**src/rtl/obi_arb_pkg.sv**
```systemverilog
// Shared types and default widths for the two-to-one OBI memory arbiter.
package obi_arb_pkg;

    typedef enum logic {
        PORT_INSTR = 1'b0,
        PORT_DATA  = 1'b1
    } port_id_e;

    localparam int unsigned DEF_ADDR_WIDTH      = 32;
    localparam int unsigned DEF_DATA_WIDTH      = 32;
    localparam int unsigned DEF_MAX_OUTSTANDING = 4;

    function automatic port_id_e other_port(input port_id_e p);
        return (p == PORT_INSTR) ? PORT_DATA : PORT_INSTR;
    endfunction

endpackage

```
**src/rtl/obi_arb_fifo.sv**
```systemverilog
// Routing FIFO remembering which slave port issued each in-flight transfer.
module obi_arb_fifo #(
    parameter int unsigned WIDTH = 1,
    parameter int unsigned DEPTH = 4
) (
    input  logic                      clk_i,
    input  logic                      rst_ni,
    input  logic                      push_i,
    input  logic [WIDTH-1:0]          wdata_i,
    input  logic                      pop_i,
    output logic                      full_o,
    output logic                      empty_o,
    output logic [WIDTH-1:0]          head_o,
    output logic [$clog2(DEPTH):0]    count_o
);
    localparam int unsigned AW = $clog2(DEPTH);
    localparam logic [AW:0] FULL_CNT = DEPTH[AW:0];
    localparam logic [AW:0] ONE      = {{AW{1'b0}}, 1'b1};

    logic [AW:0]      wptr_q, wptr_d;
    logic [AW:0]      rptr_q, rptr_d;
    logic [WIDTH-1:0] mem_q [DEPTH];
    logic             push_ok;
    logic             pop_ok;

    // Pointers carry one extra bit so equal low bits distinguish full from empty.
    assign count_o = wptr_q - rptr_q;
    assign full_o  = (count_o == FULL_CNT);
    assign empty_o = (wptr_q == rptr_q);
    assign head_o  = mem_q[rptr_q[AW-1:0]];
    assign push_ok = push_i && !full_o;
    assign pop_ok  = pop_i && !empty_o;

    always_comb begin
        wptr_d = push_ok ? (wptr_q + ONE) : wptr_q;
        rptr_d = pop_ok  ? (rptr_q + ONE) : rptr_q;
    end

    always_ff @(posedge clk_i or negedge rst_ni) begin
        if (!rst_ni) begin
            wptr_q <= '0;
            rptr_q <= '0;
        end else begin
            wptr_q <= wptr_d;
            rptr_q <= rptr_d;
        end
    end

    always_ff @(posedge clk_i) begin
        if (push_ok) begin
            mem_q[wptr_q[AW-1:0]] <= wdata_i;
        end
    end

endmodule

```
**src/rtl/obi_mem_arbiter.sv**
```systemverilog
// Round-robin merge of instruction and data OBI ports onto one master port,
// with in-order response routing back to the issuing port.
module obi_mem_arbiter
    import obi_arb_pkg::*;
#(
    parameter int unsigned ADDR_WIDTH      = DEF_ADDR_WIDTH,
    parameter int unsigned DATA_WIDTH      = DEF_DATA_WIDTH,
    parameter int unsigned MAX_OUTSTANDING = DEF_MAX_OUTSTANDING
) (
    input  logic                                clk_i,
    input  logic                                rst_ni,
    input  logic [1:0]                          s_req_i,
    output logic [1:0]                          s_gnt_o,
    input  logic [1:0][ADDR_WIDTH-1:0]          s_addr_i,
    input  logic [1:0]                          s_we_i,
    input  logic [1:0][DATA_WIDTH/8-1:0]        s_be_i,
    input  logic [1:0][DATA_WIDTH-1:0]          s_wdata_i,
    output logic [1:0]                          s_rvalid_o,
    output logic [DATA_WIDTH-1:0]               s_rdata_o,
    output logic                                m_req_o,
    input  logic                                m_gnt_i,
    output logic [ADDR_WIDTH-1:0]               m_addr_o,
    output logic                                m_we_o,
    output logic [DATA_WIDTH/8-1:0]             m_be_o,
    output logic [DATA_WIDTH-1:0]               m_wdata_o,
    input  logic                                m_rvalid_i,
    input  logic [DATA_WIDTH-1:0]               m_rdata_i,
    output logic [$clog2(MAX_OUTSTANDING):0]    outstanding_o,
    output logic                                err_o
);
    port_id_e   cand;
    port_id_e   last_q, last_d;
    logic       cand_valid;
    logic       sel;
    logic       handshake;
    logic       pop;
    logic       err_q, err_d;
    logic       fifo_full;
    logic       fifo_empty;
    logic [0:0] head;

    always_comb begin
        cand = PORT_INSTR;
        unique case (s_req_i)
            2'b01:   cand = PORT_INSTR;
            2'b10:   cand = PORT_DATA;
            2'b11:   cand = other_port(last_q);
            default: cand = PORT_INSTR;
        endcase
    end

    assign cand_valid = |s_req_i;
    assign sel        = (cand == PORT_DATA);
    // Full is taken from the registered count only, so rvalid never reaches m_req_o.
    assign m_req_o    = cand_valid && !fifo_full;
    assign handshake  = m_req_o && m_gnt_i;
    assign pop        = m_rvalid_i && !fifo_empty;

    always_comb begin
        m_addr_o  = '0;
        m_we_o    = 1'b0;
        m_be_o    = '0;
        m_wdata_o = '0;
        if (cand_valid) begin
            m_addr_o  = s_addr_i[sel];
            m_we_o    = s_we_i[sel];
            m_be_o    = s_be_i[sel];
            m_wdata_o = s_wdata_i[sel];
        end
    end

    always_comb begin
        s_gnt_o           = '0;
        s_gnt_o[sel]      = handshake;
        s_rvalid_o        = '0;
        s_rvalid_o[head]  = pop;
        s_rdata_o         = pop ? m_rdata_i : '0;
    end

    always_comb begin
        last_d = handshake ? cand : last_q;
        err_d  = err_q | (m_rvalid_i & fifo_empty);
    end

    always_ff @(posedge clk_i or negedge rst_ni) begin
        if (!rst_ni) begin
            last_q <= PORT_DATA;
            err_q  <= 1'b0;
        end else begin
            last_q <= last_d;
            err_q  <= err_d;
        end
    end

    assign err_o = err_q;

    obi_arb_fifo #(
        .WIDTH (1),
        .DEPTH (MAX_OUTSTANDING)
    ) u_fifo (
        .clk_i   (clk_i),
        .rst_ni  (rst_ni),
        .push_i  (handshake),
        .wdata_i (sel),
        .pop_i   (pop),
        .full_o  (fifo_full),
        .empty_o (fifo_empty),
        .head_o  (head),
        .count_o (outstanding_o)
    );

endmodule

```
**config.mk**
```make
export PLATFORM = sky130hd
export DESIGN_NAME = obi_mem_arbiter
export DESIGN_NICKNAME = d
export VERILOG_FILES = /design/src/rtl/obi_arb_pkg.sv /design/src/rtl/obi_arb_fifo.sv /design/src/rtl/obi_mem_arbiter.sv
export SDC_FILE = /design/constraint.sdc
export NUM_CORES = 1
export LEC_CHECK = 0
export CORE_AREA = 2 2 110 112
export CTS_CLUSTER_SIZE = 8
export DETAILED_ROUTE_END_ITERATION = 12
export DIE_AREA = 0 0 112 114
export MAX_ROUTING_LAYER = met4
export PLACE_DENSITY = 0.64
export SLEW_MARGIN = 30
export SYNTH_ARGS = -nofsm -noshare
export SYNTH_HDL_FRONTEND = slang
export SYNTH_SLANG_ARGS = --single-unit
```
**constraint.sdc**
```tcl
create_clock -name clk_i -period 5.6 [get_ports clk_i]
set_input_delay 0.84 -clock clk_i [delete_from_list [all_inputs] [get_ports clk_i]]
set_output_delay 0.84 -clock clk_i [all_outputs]
set_load 0.1 [all_outputs]
```
==> out/metrics.yaml, run 1 <==
routing:
  postRouteAntennaNets: 0
  vias: 3056
  wl_per_cell_um: 13.0
  drt_wl_total_mm: 9.54
  first_pass_iters: 4
  first_iter_violations: 77
  route.detailed.drc: 0
  viasPerCell: 4.15
placed_design:
  gp_congestion: 0.881
  dp.cells: 732
  dp_slack_ns: 1.27
  dp_hpwl_mm: 8.02
  io_buffers: 285
logic_synthesis:
  synth_commonest_cells: "140 x nand2_1, 65 x o21ai_0, 37 x and2_1, 16 x clkbuf_1, 10 x buf_2"
  synth_area_um2: 1890
  synthFlopType: "dfrtp_1"
  synth_top_area_share_pct: 27.8
  yosysUniqueCellTypes: 31
  synthCells: 323
  synth_most_common_cell: "nand2_1"
  ys_async_sr_fraction_pct: 66.7
  syn_nets: 507
  ys_warn_count: 0
  postSynthAreaPerCell_um2: 5.85
  synth_top_area_cell: "nand2_1"
  ys_ff_latch: 12
  synth_edf_count: 4
  synth.area.top_cells: "nand2_1 28%, o21ai_0 17%, and2_1 12%"
  ys_seq_area_share_pct: 17.0
setup_path:
  cpMaxStageDelayCell: "clkdlybuf4s50_1"
  path_max_fanout: 33
  cp_common_cell: "clkdlybuf4s50_1"
  worstPathArrival_ns: 3.46
  crit_type: "in -> out"
  reg2reg_slack_ns: 3.33
  crit_chain: "clkdlybuf4s50_1 -> a21boi_4 -> nand2_1 -> o21ai_0 -> clkdlybuf4s50_1"
  r2r-start: "u_fifo.wptr_q[0]$_DFFE_PN0P_"
  critPathLaunchType: "input pin"
  crit_family: "buffers and inverters"
  path_buf_inv: 2
  reg2reg_to: "u_fifo.rptr_q[1]$_DFFE_PN0P_"
  end_kind: "primary output"
  r2r_cells: 5
  cpPeakStageDelay_ns: 1.16
  crit_required_ns: 4.76
power_and_ir_drop:
  peakVddDrop_uv: 472
  cellPowerDensity_nw_per_um2: 543
  finalPower_mw: 2.59
  leakagePower_nw: 2.00
clock_network:
  cts_buffers: 3
  cts.sinks: 12
  postCtsHoldBufs: 0
  cts_tree: "built"
  clk_latency_ns: 0.24
  post_cts_buffers: 0
  clockBufferDepth: 2
  cts-root-buf: "clkbuf_16"
  ctsResizeCount: 0
  htreeDepth: 1
  clk_pin_slew_ns: 0.04
global_routing:
  antenna_found_initial: 0
  grt_pass1_vias: 2903
  grtUsageTotal_pct: 14.2
  grt_overflow: 0
  grt_pass1_wl_mm: 14.2
  grt_max_degree: 78
floorplanning:
  core_um2: 11700
  fp.dieW_um: 112
  dieArea_um2: 12800
  ios: 286
  die_h_um: 114
  start_util_pct: 16.1
  floorplan.rows: 40
timing:
  slew_viol_final: 0
  tns_ns: 0
  fin_worst_skew_ns: 0.00191
  worst_pin_slew_ns: 1.01
  setup_viol: 0
  rsz0062_at_grt: "no"
  slew_headroom_pct: 32.3
  worst_slack_ns: 1.30
  finalCriticalPeriod_ns: 4.30
  timing.final.crit_share_pct: 76.9
  fmax_mhz: 232
  hold_viol: 0
finish:
  multi_input_area_um2: 1450
  fill_cells: 1187
  drive_gt1_share_pct: 12.6
  fin_nets: 774
  fin_cells: 736
  n_antenna_cell: 0
  area_growth_pct: 153
  register_area_um2: 322
run_status:
  outcome: "complete, no violations"
min_path:
  min_to: "err_o$_DFF_PN0_"
  hp-class: "reg -> reg"
  min-delay-start: "err_o$_DFF_PN0_"
  whs_path_depth: 1
run:
  cap_violations: 0
per-stage QoR:
step                      hold WS (ns)  instance area, um2  util (%)
after floorplan                  0.482                1890         -
after global placement           0.442                4690      40.1
after detailed placement         0.449                4690      40.1
after CTS                        0.459                4770      40.8
after global routing             0.485                4770      40.8
final                            0.452                4770      40.8
cell usage in the layout (no fill, tap or decap), drive strengths merged, types with 2 or more instances in the layout:
cell type,synthesis,routed
a31oi,2,2
nand2,140,140
ha,7,7
nor2,3,3
xor2,3,3
and2,37,37
clkbuf,16,3
mux2,2,2
inv,6,6
o21ai,70,70
dfrtp,7,7
edfxtp,4,4
clkdlybuf4s50,0,224
buf,10,64
xnor2,2,2
layer usage:
layer	track usage [%]	up-vias	part of all wire [%]
li1	-	1571	-
met1	15.6	1298	39
met2	26.4	178	51
met3	2.44	9	8.3
met4	4.23	0	1.6
met5	-	-	0
worst reg2reg max path, delay by kind of cell, from the launching register on:
family	cells	cell delay, ns
AND/OR/NAND/NOR	1	0.15
buffers and inverters	1	0.15
multiplexers	1	0.41
adder cells (fa/ha/maj)	1	0.35
flip-flops	1	0.40
AO/OA/AOI/OAI	1	0.69
state kept, by name (all words and copies together) (netlist names):
| name | cells |
|---|---|
| u_fifo.mem_q | 4 |
| u_fifo.wptr_q | 3 |
| u_fifo.rptr_q | 3 |
| err_o | 1 |
| last_q | 1 |
layout make-up:
type	count	share of cell area [%]
repair buffers	288	57.0
multi-input cells	279	30.3
flip-flops and latches	12	6.74
well taps	147	3.85
clock buffers	3	1.57
inverters	6	0.472
clock inverters	1	0.0786
report_power, final:
part / leakage [nW] / internal (mW) / switching, mW / total, mW
Combinational: 1.84 / 0.557 / 1.73 / 2.29
Clock: 0.0385 / 0.0941 / 0.0381 / 0.132
Sequential: 0.127 / 0.132 / 0.0367 / 0.169
Total: 2.00 / 0.783 / 1.81 / 2.59
worst max path at each step:
stage / startpoint / to / slack [ns] / cells after the start
3_5_place_dp: s_req_i[1] / m_wdata_o[14] / 1.27 / 5
6_report: s_req_i[1] / m_wdata_o[14] / 1.30 / 5
3_3_place_gp: s_req_i[1] / m_wdata_o[19] / 1.34 / 5
2_1_floorplan: u_fifo.wptr_q[0]$_DFFE_PN0P_ / s_gnt_o[0] / 0.86 / 6
4_1_cts: s_req_i[1] / m_wdata_o[14] / 1.27 / 5
5_1_grt: s_req_i[1] / m_wdata_o[26] / 1.10 / 5
cell families after synthesis:
logic type	after synthesis	synth area share, %
flops	12	17.0
fa+ha+maj	8	5.70
simple gates	184	41.9
buf+inv	32	7.02
mux	3	2.38
compound gates	78	22.4
xor+xnor	6	3.64
(Power assumes the default switching activity.)
==> inputs of run 2 (changes only) <==
- CORE_AREA: 2 2 110 112 -> 2 2 109 111
- DIE_AREA: 0 0 112 114 -> 0 0 111 113
- PLACE_DENSITY: 0.64 -> 0.65
- clock period: 5.6 -> 4.2 ns (I/O delays scaled with it)
==> run 2 against run 1 <==
- clock power increased by 35%
- largest power group unchanged
- routed wire length down 4.9%
- critical path type unchanged
- count of clock-buffer cells in the layout increased by 1
- largest cell class unchanged
- global-route usage shrank 0.57 points
- core utilization is 0.90 points higher
- non-clock buffer count shrank 1
==> out/metrics.yaml, run 2 (synthesis results as in run 1) <==
run_status:
  outcome: "complete, no violations"
setup_path:
  critPathLaunchType: "input pin"
  crit_required_ns: 3.57  # -1.19 ns
  path_max_fanout: 144  # +340%
  end_kind: "primary output"
  crit_type: "in -> out"
  worstPathArrival_ns: 2.47  # -0.99 ns
power_and_ir_drop:
  leakagePower_nw: 2.08  # +4.1%
  cellPowerDensity_nw_per_um2: 728  # +34%
  peakVddDrop_uv: 897  # +90%
floorplanning:
  floorplan.rows: 39  # -2.5%
  dieArea_um2: 12500  # -1.8%
  fp.dieW_um: 111  # -0.89%
  die_h_um: 113  # -0.88%
  start_util_pct: 16.8  # +0.63 points
  ios: 286  # unchanged
  core_um2: 11300  # -3.7%
placed_design:
  io_buffers: 285  # unchanged
  dp_slack_ns: 1.14  # -0.129 ns
  gp_congestion: 0.828  # -6.0%
  dp_hpwl_mm: 7.52  # -6.3%
timing:
  worst_slack_ns: 1.10  # -0.194 ns
  whs_ns: 0.489  # +0.0378 ns
  finalCriticalPeriod_ns: 3.10
  fin_worst_skew_ns: 0.000990  # -0.000919 ns
  tns_ns: 0  # unchanged
  fmax_mhz: 323
  timing.final.crit_share_pct: 73.8
  worst_pin_slew_ns: 0.968  # -0.0449 ns
  rsz0062_at_grt: "no"
  setup_viol: 0  # unchanged
  slew_viol_final: 0  # unchanged
  slew_headroom_pct: 35.3  # +3.0 points
  hold_viol: 0  # unchanged
routing:
  postRouteAntennaNets: 0  # unchanged
  wl_per_cell_um: 12.4  # -4.3%
  drt_wl_total_mm: 9.07  # -4.9%
  vias: 3015  # -1.3%
  route.detailed.drc: 0  # unchanged
  first_pass_iters: 4  # unchanged
  first_iter_violations: 61  # -21%
  viasPerCell: 4.12  # -0.67%
clock_network:
  htreeDepth: 1  # unchanged
  cts-root-buf: "clkbuf_16"
  clk_pin_slew_ns: 0.04  # about the same
  post_cts_buffers: 0  # unchanged
  cts_buffers: 3  # unchanged
  clk_latency_ns: 0.24  # about the same
  ctsResizeCount: 0  # unchanged
  cts_tree: "built"
  clockBufferDepth: 2  # unchanged
  postCtsHoldBufs: 0  # unchanged
  cts.sinks: 12  # unchanged
global_routing:
  grt_pass1_vias: 2826  # -2.7%
  grtUsageTotal_pct: 13.6  # -0.57 points
  grt_pass1_wl_mm: 13.6  # -4.1%
  antenna_found_initial: 0  # unchanged
  grt_max_degree: 145  # +86%
  grt_overflow: 0  # unchanged
finish:
  drive_gt1_share_pct: 20.7  # +8.2 points
  layout_commonest_cell: "clkdlybuf4s50_1"
  final_cell_mix: "176 x clkdlybuf4s50_1, 140 x nand2_1, 106 x buf_4"
  fin_nets: 773  # -0.13%
  n_antenna_cell: 0  # unchanged
  area_growth_pct: 149
  largest_register_ffs: 4  # unchanged
  post-route-util_pct: 41.7  # +0.90 points
  register_area_um2: 322  # unchanged
  multi_input_area_um2: 1450  # +0.35%
  fill_cells: 1132  # -4.6%
run:
  cap_violations: 0  # unchanged
min_path:
  hp-class: "reg -> reg"
-- run 2: changes by cell type in the layout (fill, tap and decap cells not counted), sizes merged --
cell	before	now
buf	64	111
clkbuf	3	4
clkdlybuf4s50	224	176
clkinv	1	0
-- run 2: layout make-up --
cell class | instances | area share (%)
Timing Repair Buffer | 287 | 56.3
Multi-Input combinational cell | 279 | 30.9
Sequential cell | 12 | 6.85
Tap cell | 143 | 3.81
Clock buffer | 4 | 1.68
Inverter | 6 | 0.480
-- run 2: worst max-delay path: stages --
cell and delay (ns):
clkdlybuf4s50_1 0.53, a21boi_4 0.21, buf_12 0.35, nand2_1 0.11, o21ai_0 0.15, buf_4 0.36
-- run 2: final timing paths --
path / start / cells past startpoint / slack [ns] / to
min in group asynchronous: rst_ni / 1 / 0.68 / u_fifo.rptr_q[0]$_DFFE_PN0P_
worst max register to register: u_fifo.wptr_q[0]$_DFFE_PN0P_ / 5 / 1.97 / u_fifo.rptr_q[1]$_DFFE_PN0P_
worst min register to register: err_o$_DFF_PN0_ / 1 / 0.49 / err_o$_DFF_PN0_
worst max-delay path: s_req_i[1] / 6 / 1.10 / m_addr_o[14]
max in group asynchronous: rst_ni / 1 / 3.20 / last_q$_DFFE_PN1N_
worst min-delay path: err_o$_DFF_PN0_ / 1 / 0.49 / err_o$_DFF_PN0_
-- run 2: stage by stage --
step | instance area, um2 | cells | total power [mW]
global placement | 4620 | 727 | 3.25
global route | 4700 | 731 | 3.56
CTS | 4700 | 731 | 3.45
detailed placement | 4620 | 727 | 3.27
finish | 4700 | 731 | 3.42
floorplan | 1890 | 323 | 2.57
-- run 2: where the power goes --
part / switching, mW / leakage [nW] / internal (mW)
Sequential: 0.0503 / 0.127 / 0.176
Clock: 0.0505 / 0.0382 / 0.128
Combinational: 2.31 / 1.92 / 0.706
Total: 2.41 / 2.08 / 1.01
-- run 2: layer usage --
layer / vias up / GRT usage [%] / wire, um
met5: - / - / 0
met4: 0 / 4.17 / 123
met3: 8 / 3.32 / 793
met2: 170 / 25.3 / 4740
met1: 1268 / 14.4 / 3420
li1: 1569 / - / -
==> inputs of run 3 (changes only) <==
- clock period: 4.2 -> 3.2 ns (I/O delays scaled with it)
==> run 3 against run 2 <==
- sequential cell count unchanged
- cell area grew 29%
- non-clock buffer count is 3 higher
- total power is 58% higher
- critical endpoint is now s_gnt_o[1]
- largest cell class unchanged
==> out/metrics.yaml, run 3 (synthesis results as in run 1) <==
setup_path:
  worstPathArrival_ns: 2.41  # -0.06 ns
  path_buf_inv: 2  # -1
  crit_type: "reg -> out"
  crit_required_ns: 2.72  # -0.85 ns
  cpPeakStageDelay_ns: 0.38  # -0.15 ns
  critPathLaunchType: "flip-flop"
  crit_chain: "inv_1 -> ha_1 -> fa_1 -> xor3_2 -> a31oi_2 -> and2_1 -> buf_12"
  end_kind: "primary output"
  crit_family: "adder cells"
  path_max_fanout: 6  # -96%
  cpMaxStageDelayCell: "dfrtp_1"
clock_network:
  clk_latency_ns: 0.24  # about the same
  clk_pin_slew_ns: 0.04  # about the same
  htreeDepth: 1  # unchanged
  cts_buffers: 3  # unchanged
  ctsResizeCount: 0  # unchanged
  cts-root-buf: "clkbuf_16"
  postCtsHoldBufs: 0  # unchanged
  post_cts_buffers: 0  # unchanged
  cts.sinks: 12  # unchanged
  cts_tree: "built"
  clockBufferDepth: 2  # unchanged
finish:
  fin_nets: 776  # +0.39%
  n_antenna_cell: 0  # unchanged
  design_area_um2: 6040  # +29%
  drive_gt1_share_pct: 21.7  # +0.91 points
  largest_register_ffs: 4  # unchanged
  fin_cells: 734  # +0.41%
  area_growth_pct: 220
  final_cell_mix: "174 x clkdlybuf4s50_1, 140 x nand2_1, 110 x buf_12"
  layout_commonest_cell: "clkdlybuf4s50_1"
routing:
  first_pass_iters: 6  # +2
  wl_met2_mm: 5.78  # +22%
  met3RoutedLength_um: 810  # +2.1%
  route.detailed.drc: 0  # unchanged
  wl_per_cell_um: 14.4  # +16%
  topRoutingLayerUsed: "met4"
  vias: 3222  # +6.9%
  drt_wl_total_mm: 10.6  # +17%
  viasPerCell: 4.39  # +6.4%
  first_iter_violations: 107  # +75%
  postRouteAntennaNets: 0  # unchanged
  drt-met1-wl_mm: 3.83  # +12%
placed_design:
  placed_area_um2: 5960  # +29%
  gp_congestion: 0.859  # +3.8%
  dp_hpwl_mm: 9.20  # +22%
  dp.cells: 730  # +0.41%
  io_buffers: 285  # unchanged
global_routing:
  grt_pass1_vias: 3261  # +15%
  grtUsageTotal_pct: 16.6  # +2.9 points
  antenna_found_initial: 0  # unchanged
  grt_pass1_wl_mm: 16.3  # +20%
  grt_overflow: 0  # unchanged
  grt_max_degree: 73  # -50%
timing:
  tns_ns: 0  # unchanged
  slew_viol_final: 0  # unchanged
  hold_viol: 0  # unchanged
  rsz0062_at_grt: "no"
  timing.final.crit_share_pct: 90.5
  finalCriticalPeriod_ns: 2.89
  fin_worst_skew_ns: 0.000689  # -0.000301 ns
  setup_viol: 0  # unchanged
  worst_pin_slew_ns: 0.590  # -0.378 ns
  whs_ns: 0.495  # +0.00511 ns
  slew_headroom_pct: 60.2  # +25 points
  fmax_mhz: 345
power_and_ir_drop:
  finalPower_mw: 5.39  # +58%
  leakagePower_nw: 2.50  # +20%
  cellPowerDensity_nw_per_um2: 892  # +22%
  peakVddDrop_uv: 1030  # +15%
floorplanning:
  floorplan.rows: 39  # unchanged
  start_util_pct: 16.8  # unchanged
  core_um2: 11300  # unchanged
  die_h_um: 113  # unchanged
  fp.dieW_um: 111  # unchanged
  dieArea_um2: 12500  # unchanged
  ios: 286  # unchanged
run_status:
  outcome: "complete, no violations"
min_path:
  hp-class: "reg -> reg"
run:
  cap_violations: 0  # unchanged
## run 3: metrics by stage
stage | util [%] | setup WS [ns]
finish | 53.6 | 0.305
floorplan | - | -0.505
global placement | 52.9 | 0.594
detailed placement | 52.9 | 0.580
CTS | 53.6 | 0.321
global route | 53.6 | 0.231
## run 3: routing by layer
metal / vias up / global-route usage (%)
li1: 1575 / -
met1: 1445 / 16.8
met2: 189 / 32.5
met3: 13 / 3.21
met4: 0 / 4.33
met5: - / -
## run 3: layout make-up
class / count / area (um2)
Fill cell: 986 / 5230
Multi-Input combinational cell: 279 / 1450
Inverter: 6 / 22.5
Clock inverter: 1 / 3.75
Clock buffer: 3 / 75.1
Sequential cell: 12 / 322
Timing Repair Buffer: 290 / 3990
Tap cell: 143 / 179
## run 3: power by group
part	leakage (nW)	switching (mW)	internal [mW]
Clock	0.0385	0.0654	0.164
Sequential	0.127	0.0724	0.231
Combinational	2.34	3.24	1.61
## run 3: worst reg2reg max path, cell delays in order (launching register included)
cell,delay [ns]
dfrtp_1,0.38
inv_1,0.12
ha_1,0.22
fa_1,0.38
xor3_2,0.30
a31oi_2,0.36
mux2_1,0.38
## run 3: worst paths after layout
kind | from | end | slack, ns | cells after the start
worst max-delay path | u_fifo.wptr_q[0]$_DFFE_PN0P_ | s_gnt_o[1] | 0.31 | 7
worst min-delay path | err_o$_DFF_PN0_ | err_o$_DFF_PN0_ | 0.49 | 1
worst max register to register | u_fifo.wptr_q[0]$_DFFE_PN0P_ | u_fifo.wptr_q[1]$_DFFE_PN0P_ | 0.93 | 6
worst min register to register | err_o$_DFF_PN0_ | err_o$_DFF_PN0_ | 0.49 | 1
max in group asynchronous | rst_ni | last_q$_DFFE_PN1N_ | 2.33 | 1
min in group asynchronous | rst_ni | u_fifo.rptr_q[0]$_DFFE_PN0P_ | 0.54 | 1
